$ cat src/rtl/demux_1b_1to8_dispatch_pkg.sv
// Shared types and constants for the 1-to-8 demux dispatch front end.
package demux_1b_1to8_dispatch_pkg;
  localparam int NCHAN      = 8;
  localparam int SEL_W      = 3;
  localparam int NBITS_DFLT = 1;

  typedef enum logic {
    MODE_DIRECTED = 1'b0,
    MODE_SPREAD   = 1'b1
  } mode_e;

  typedef logic [SEL_W-1:0] sel_t;

  // The 8-bit variant widens NBITS_DFLT; the FIFO entry follows it.
  typedef struct packed {
    logic [NBITS_DFLT-1:0] msg;
    sel_t                  dest;
  } entry_t;
endpackage

$ cat src/rtl/demux_1b_1to8_dispatch_if.sv
// Producer / consumer bundle of the dispatch block; slave is the block's view.
interface demux_1b_1to8_dispatch_if
  import demux_1b_1to8_dispatch_pkg::*;
#(
  parameter int DEPTH = 2,
  parameter int NBITS = NBITS_DFLT
) ();
  localparam int CNT_W = $clog2(DEPTH) + 1;

  logic                   in_val;
  logic                   in_rdy;
  logic [NBITS-1:0]       in_msg;
  sel_t                   in_dest;
  logic                   mode;
  logic                   clear;
  logic [NCHAN-1:0]       out_val;
  logic [NCHAN-1:0]       out_rdy;
  logic [NCHAN*NBITS-1:0] out_msg;
  sel_t                   sel;
  sel_t                   rr_ptr;
  logic [CNT_W-1:0]       count;

  modport master (
    output in_val, in_msg, in_dest, mode, clear, out_rdy,
    input  in_rdy, out_val, out_msg, sel, rr_ptr, count
  );

  modport slave (
    input  in_val, in_msg, in_dest, mode, clear, out_rdy,
    output in_rdy, out_val, out_msg, sel, rr_ptr, count
  );
endinterface

$ cat src/rtl/demux_1b_1to8_dispatch_fifo.sv
// DEPTH-entry synchronous FIFO of dispatch entries with flush and occupancy count.
module demux_1b_1to8_dispatch_fifo
  import demux_1b_1to8_dispatch_pkg::*;
#(
  parameter int DEPTH = 2
) (
  input  logic                     clk,
  input  logic                     rst_n,
  input  logic                     flush,
  input  logic                     push,
  input  logic                     pop,
  input  entry_t                   wdata,
  output entry_t                   rdata,
  output logic [$clog2(DEPTH):0]   count,
  output logic                     full,
  output logic                     empty
);
  localparam int PTR_W = $clog2(DEPTH);
  localparam int CNT_W = PTR_W + 1;
  localparam logic [CNT_W-1:0] FULL_CNT = CNT_W'(DEPTH);

  entry_t             mem_q [DEPTH];
  entry_t             mem_d [DEPTH];
  logic [PTR_W-1:0]   wr_ptr_q, wr_ptr_d;
  logic [PTR_W-1:0]   rd_ptr_q, rd_ptr_d;
  logic [CNT_W-1:0]   count_q, count_d;
  logic               do_push, do_pop;

  assign full    = (count_q == FULL_CNT);
  assign empty   = (count_q == '0);
  assign count   = count_q;
  assign rdata   = mem_q[rd_ptr_q];
  assign do_push = push && !full && !flush;
  assign do_pop  = pop && !empty;

  always_comb begin
    mem_d    = mem_q;
    wr_ptr_d = wr_ptr_q;
    rd_ptr_d = rd_ptr_q;
    count_d  = count_q;
    if (do_push) begin
      mem_d[wr_ptr_q] = wdata;
      wr_ptr_d        = wr_ptr_q + PTR_W'(1);
    end
    if (do_pop) begin
      rd_ptr_d = rd_ptr_q + PTR_W'(1);
    end
    case ({do_push, do_pop})
      2'b10:   count_d = count_q + CNT_W'(1);
      2'b01:   count_d = count_q - CNT_W'(1);
      default: count_d = count_q;
    endcase
    // Flush wins over everything; a same-cycle pop is implicitly absorbed.
    if (flush) begin
      wr_ptr_d = '0;
      rd_ptr_d = '0;
      count_d  = '0;
    end
  end

  always_ff @(posedge clk or negedge rst_n) begin
    if (!rst_n) begin
      for (int i = 0; i < DEPTH; i++) mem_q[i] <= '0;
      wr_ptr_q <= '0;
      rd_ptr_q <= '0;
      count_q  <= '0;
    end else begin
      mem_q    <= mem_d;
      wr_ptr_q <= wr_ptr_d;
      rd_ptr_q <= rd_ptr_d;
      count_q  <= count_d;
    end
  end
endmodule

$ cat src/rtl/demux_1b_1to8_dispatch.sv
// Dispatch front end: buffers 1-bit items and steers each to one of eight
// back-pressured channels, either by request or by a round-robin pointer.
module demux_1b_1to8_dispatch
  import demux_1b_1to8_dispatch_pkg::*;
#(
  parameter int DEPTH = 2,
  parameter int NBITS = NBITS_DFLT
) (
  input  logic                      clk,
  input  logic                      reset,
  demux_1b_1to8_dispatch_if.slave   bus
);
  localparam int CNT_W = $clog2(DEPTH) + 1;

  entry_t             head;
  entry_t             wdata;
  logic [CNT_W-1:0]   fifo_count;
  logic               fifo_full, fifo_empty;
  logic               push, pop;
  logic               spread;
  sel_t               rr_ptr_q, rr_ptr_d;
  sel_t               sel_q, sel_d;

  assign spread = (mode_e'(bus.mode) == MODE_SPREAD);

  always_comb begin
    bus.in_rdy = !fifo_full && !bus.clear;
    push       = bus.in_val && bus.in_rdy;
    pop        = !fifo_empty && bus.out_rdy[head.dest];
    wdata.msg  = bus.in_msg;
    wdata.dest = spread ? rr_ptr_q : bus.in_dest;
  end

  demux_1b_1to8_dispatch_fifo #(
    .DEPTH (DEPTH)
  ) u_fifo (
    .clk   (clk),
    .rst_n (reset),
    .flush (bus.clear),
    .push  (push),
    .pop   (pop),
    .wdata (wdata),
    .rdata (head),
    .count (fifo_count),
    .full  (fifo_full),
    .empty (fifo_empty)
  );

  // Clear takes priority over the spread-mode advance.
  always_comb begin
    rr_ptr_d = rr_ptr_q;
    if (bus.clear) begin
      rr_ptr_d = '0;
    end else if (push && spread) begin
      rr_ptr_d = rr_ptr_q + sel_t'(1);
    end
  end

  // sel follows the head and holds its last value while the FIFO is empty.
  always_comb begin
    sel_d = fifo_empty ? sel_q : head.dest;
  end

  always_ff @(posedge clk or negedge reset) begin
    if (!reset) begin
      rr_ptr_q <= '0;
      sel_q    <= '0;
    end else begin
      rr_ptr_q <= rr_ptr_d;
      sel_q    <= sel_d;
    end
  end

  always_comb begin
    bus.out_val = '0;
    bus.out_msg = '0;
    if (!fifo_empty) begin
      bus.out_val[head.dest]                          = 1'b1;
      bus.out_msg[int'(head.dest)*NBITS +: NBITS]     = head.msg;
    end
    bus.sel    = sel_d;
    bus.rr_ptr = rr_ptr_q;
    bus.count  = fifo_count;
  end
endmodule

$ cat src/flat_wrapper.sv
// flat-port wrapper written by rule: the top's interface ports become plain ports
module demux_1b_1to8_dispatch_flat import demux_1b_1to8_dispatch_pkg::*;
#(
  parameter int DEPTH = 2,
  parameter int NBITS = NBITS_DFLT
)
  (clk, reset, bus_in_val, bus_in_msg, bus_in_dest, bus_mode, bus_clear, bus_out_rdy, bus_in_rdy, bus_out_val, bus_out_msg, bus_sel, bus_rr_ptr, bus_count);
  demux_1b_1to8_dispatch_if #(.DEPTH(DEPTH), .NBITS(NBITS)) bus_i ();
  input  logic clk;
  input  logic reset;
  input wire logic [$bits(bus_i.in_val)-1:0] bus_in_val;
  input wire logic [$bits(bus_i.in_msg)-1:0] bus_in_msg;
  input wire logic [$bits(bus_i.in_dest)-1:0] bus_in_dest;
  input wire logic [$bits(bus_i.mode)-1:0] bus_mode;
  input wire logic [$bits(bus_i.clear)-1:0] bus_clear;
  input wire logic [$bits(bus_i.out_rdy)-1:0] bus_out_rdy;
  output wire logic [$bits(bus_i.in_rdy)-1:0] bus_in_rdy;
  output wire logic [$bits(bus_i.out_val)-1:0] bus_out_val;
  output wire logic [$bits(bus_i.out_msg)-1:0] bus_out_msg;
  output wire logic [$bits(bus_i.sel)-1:0] bus_sel;
  output wire logic [$bits(bus_i.rr_ptr)-1:0] bus_rr_ptr;
  output wire logic [$bits(bus_i.count)-1:0] bus_count;
  assign bus_i.in_val = bus_in_val;
  assign bus_i.in_msg = bus_in_msg;
  assign bus_i.in_dest = bus_in_dest;
  assign bus_i.mode = bus_mode;
  assign bus_i.clear = bus_clear;
  assign bus_i.out_rdy = bus_out_rdy;
  assign bus_in_rdy = bus_i.in_rdy;
  assign bus_out_val = bus_i.out_val;
  assign bus_out_msg = bus_i.out_msg;
  assign bus_sel = bus_i.sel;
  assign bus_rr_ptr = bus_i.rr_ptr;
  assign bus_count = bus_i.count;
  demux_1b_1to8_dispatch #(.DEPTH(DEPTH), .NBITS(NBITS)) u_core (.clk(clk), .reset(reset), .bus(bus_i));
endmodule
$ cat config.mk
export PLATFORM = sky130hd
export DESIGN_NAME = demux_1b_1to8_dispatch_flat
export DESIGN_NICKNAME = d
export VERILOG_FILES = /design/src/rtl/demux_1b_1to8_dispatch_pkg.sv /design/src/rtl/demux_1b_1to8_dispatch_if.sv /design/src/rtl/demux_1b_1to8_dispatch_fifo.sv /design/src/rtl/demux_1b_1to8_dispatch.sv /design/src/flat_wrapper.sv
export SDC_FILE = /design/constraint.sdc
export NUM_CORES = 1
export LEC_CHECK = 0
export BUFFER_PORTS_ARGS = -buffer_cell sky130_fd_sc_hd__buf_4
export CAP_MARGIN = 10
export CELL_PAD_IN_SITES_DETAIL_PLACEMENT = 1
export CELL_PAD_IN_SITES_GLOBAL_PLACEMENT = 1
export CORE_MARGIN = 2
export CORE_UTILIZATION = 39
export CTS_BUF_LIST = sky130_fd_sc_hd__clkbuf_16
export DETAILED_ROUTE_END_ITERATION = 10
export MAX_ROUTING_LAYER = met4
export PLACE_DENSITY = 0.94
export REMOVE_ABC_BUFFERS = 1
export SLEW_MARGIN = 10
export SYNTH_ARGS = -nofsm -noshare
export SYNTH_HDL_FRONTEND = slang
export SYNTH_HIERARCHICAL = 1
export SYNTH_SLANG_ARGS = --single-unit
$ cat constraint.sdc
create_clock -name clk -period 5.1 [get_ports clk]
set_input_delay 0.765 -clock clk [delete_from_list [all_inputs] [get_ports clk]]
set_output_delay 0.765 -clock clk [all_outputs]
set_load 0.1 [all_outputs]
==> flow_summary.toml <==
[run_status]
status = "finished, violations left"
violations = "design-rule violations"

[clocking]
clk_pin_slew_ns = 0.05
ctsLongestPathBuffers = 2
clock-sinks = 18
cts_tree = "done"
hold_buffers = 0
cts_root_buf = "clkbuf_16"
ctsResizeCount = 0
cts_setup_buffers = 0
clk_latency_ns = 0.25
cts_made_buffers = 3
cts.htree.levels = 1

[sta]
worst_clock_skew_ns = 0.00205
worst_slew_pin_slew_ns = 0.676
min_period_ns = 3.45
max_freq_ghz = 0.290
hold_violations = 0
slew_headroom_pct = 54.8
setup_violations = 0
slew_violations = 0
period_share_pct = 67.7
whs_ns = 0.376
rsz0062_at_grt = "false"

[synthesis]
synth_cell_types = 36
synthTopCellsByArea = "dfrtp_1 (39%), mux2_2 (18%), nor2_1 (5.5%)"
synth_area_per_cell_um2 = 9.91
synth_cells = 118
ys.flop_type = "dfrtp_1"
yosysWarningCount = 6
synth_top_cell_area_share_pct = 38.5
synth_top_area_cell = "dfrtp_1"
async_flop_share_pct = 100
synth-edff-count = 0
seq_area_frac_synth_pct = 38.5
synth_area_um2 = 1170
synth.ff_latch_count = 18

[floorplanning]
start_util_pct = 41.7
io_pins = 42
coreArea_um2 = 2810
rows = 19
die_w_um = 58.8
fp.dieH_um = 58.8
design.die.area_um2 = 3450

[placement]
dpl.hpwl_um = 2620
port_buffers = 41
gp_congestion = 0.768
placed_area_um2 = 1490

[final_layout]
multiInputGateArea_um2 = 672
diodes = 0
final_nets = 181
seq_area_um2 = 450
fill_cells = 323
post-route-cell-area_um2 = 1560
drive_above_1_share_pct = 44.9
post-route-util_pct = 55.7
area_delta_synth_final_pct = 33.6

[power_and_ir_drop]
power_leakage_uw = 0.000740
finalPower_uw = 666
ir_drop_mv = 0.271
p_per_area_nw_per_um2 = 426

[worst_setup_path]
rr_startpoint = "u_core/u_fifo/rd_ptr_q$_DFFE_PN0P_"
endpoint_kind = "output pin"
r2r_end = "u_core/u_fifo/count[0]$_DFFE_PN0P_"
cp-startpoint = "u_core/u_fifo/rd_ptr_q$_DFFE_PN0P_"
cp.arrival_ns = 2.69
critical_path_class = "flop to output pin"
reg2reg_slack_ns = 2.77
cp.required_ns = 4.34
endpoint = "bus_out_msg[6]"
reg2reg_depth = 7
worstPathMaxFanout = 10
crit_path_start_kind = "flop"

[global_route]
grt_max_degree = 19
antenna_found_initial = 0
grtUsageTotal_pct = 22.4
grt_overflow_total = 0
grt_pass1_vias = 1164
grt_pass1_wl_um = 5610

[detailed_routing]
wl_per_cell_um = 17.7
drc = 4
antenna_left = 0
drt-total-wl_um = 3350
vias = 1033
via_per_inst = 5.47
first_pass_iters = 7
drt_iter0_drc = 20

[hold_path]
hp-class = "input pin to async pin"

[job]
cap_violations = 0
## sequential cells by signal, summed over array words and instances, names as in the netlist
register                cells
u_core/u_fifo/count         2
u_core/sel_q                3
u_core/u_fifo/rd_ptr_q      1
u_core/u_fifo/mem_q         8
u_core/u_fifo/wr_ptr_q      1
u_core/bus.rr_ptr           3
## report_power, final
group | switching [µW] | internal, µW | leakage [µW]
clock network | 54.9 | 103 | 0.0000370
logic | 229 | 92.7 | 0.000465
registers | 15.7 | 171 | 0.000238
## synthesized netlist by cell type (all sizes together) (3+ instances only)
library cell	number
dfrtp	18
nand2	8
buf	3
nor3	5
nand2b	5
xor2	3
ha	4
inv	5
mux2	19
nor2	17
a21oi	4
o21ai	4
## layout make-up
class | count | area share, %
tap | 31 | 2.48
timing repair buffer | 41 | 19.7
clock buffer | 3 | 4.80
multi-input combinational | 91 | 43.0
sequential | 18 | 28.8
inverter | 5 | 1.20
## metrics by stage
| stage | setup TNS (ns) | instances | worst slack (ns) |
|---|---|---|---|
| after floorplan | -1.21 | 114 | -1.19 |
| after global placement | 0 | 186 | 2.09 |
| after detailed placement | 0 | 186 | 1.91 |
| after CTS | 0 | 189 | 1.64 |
| after global routing | 0 | 189 | 1.55 |
| final | 0 | 189 | 1.65 |
## worst min path at each step
stage,start,slack (ns),end,cells after the start
2_1_floorplan,reset,0.47,u_core/bus.rr_ptr[0]$_DFFE_PN0P_,0
3_3_place_gp,u_core/sel_q[2]$_DFF_PN0_,0.47,u_core/sel_q[2]$_DFF_PN0_,2
3_5_place_dp,u_core/sel_q[2]$_DFF_PN0_,0.48,u_core/sel_q[2]$_DFF_PN0_,2
4_1_cts,reset,0.38,u_core/u_fifo/mem_q[5]$_DFFE_PN0P_,1
5_1_grt,reset,0.39,u_core/u_fifo/mem_q[5]$_DFFE_PN0P_,1
6_report,reset,0.38,u_core/u_fifo/mem_q[5]$_DFFE_PN0P_,1
## logic make-up after synthesis
group                      after synthesis  share of synthesized area, %
AOI/OAI and AO/OA                       12                          5.99
adders and majority gates                4                          4.28
buffers and inverters                    9                          4.06
xor gates and xnor gates                 3                          2.25
and+or+nand+nor                         51                          24.9
DFF                                     18                          38.5
muxes                                   21                          20.0
## placed cells by master, fill, tap and decap left out
master	synthesis	routed
nor4_1	1	1
and4_1	1	1
nor2_1	17	17
ha_1	4	4
nand4b_1	2	2
or3_1	1	1
nor3_1	4	4
inv_2	1	1
inv_1	4	4
nor2b_1	1	1
or4_4	1	1
or3_4	1	1
a21oi_1	4	4
xor2_1	3	3
mux2i_1	2	2
a21o_2	1	1
o21ai_0	4	4
nand2b_1	4	4
a31oi_1	1	1
a22oi_1	1	1
nand2b_2	1	1
buf_4	1	41
nor4_4	1	1
nand3_1	2	2
and2_1	1	1
clkbuf_16	0	3
o211ai_1	1	1
nor3_2	1	1
nand2_1	8	8
mux2_2	19	19
nand3b_1	2	2
nor3b_1	1	1
or2_2	1	1
dfrtp_1	18	18
## worst max-delay path: stages, from the launching register on
cell and delay [ns]:
dfrtp_1 0.45, mux2_2 0.39, inv_1 0.12, ha_1 0.25
ha_1 0.22, or4_4 0.56, nor2_1 0.15, buf_4 0.31
## layer usage
layer	part of all wire [%]	wire [µm]	vias up	GRT usage, %
li1	-	-	496	-
met1	40	1350	508	26.1
met2	53	1790	26	39.8
met3	5.2	176	3	4.40
met4	1.0	34	0	4.87
met5	0	0	-	-
(Power assumes the default switching activity.)
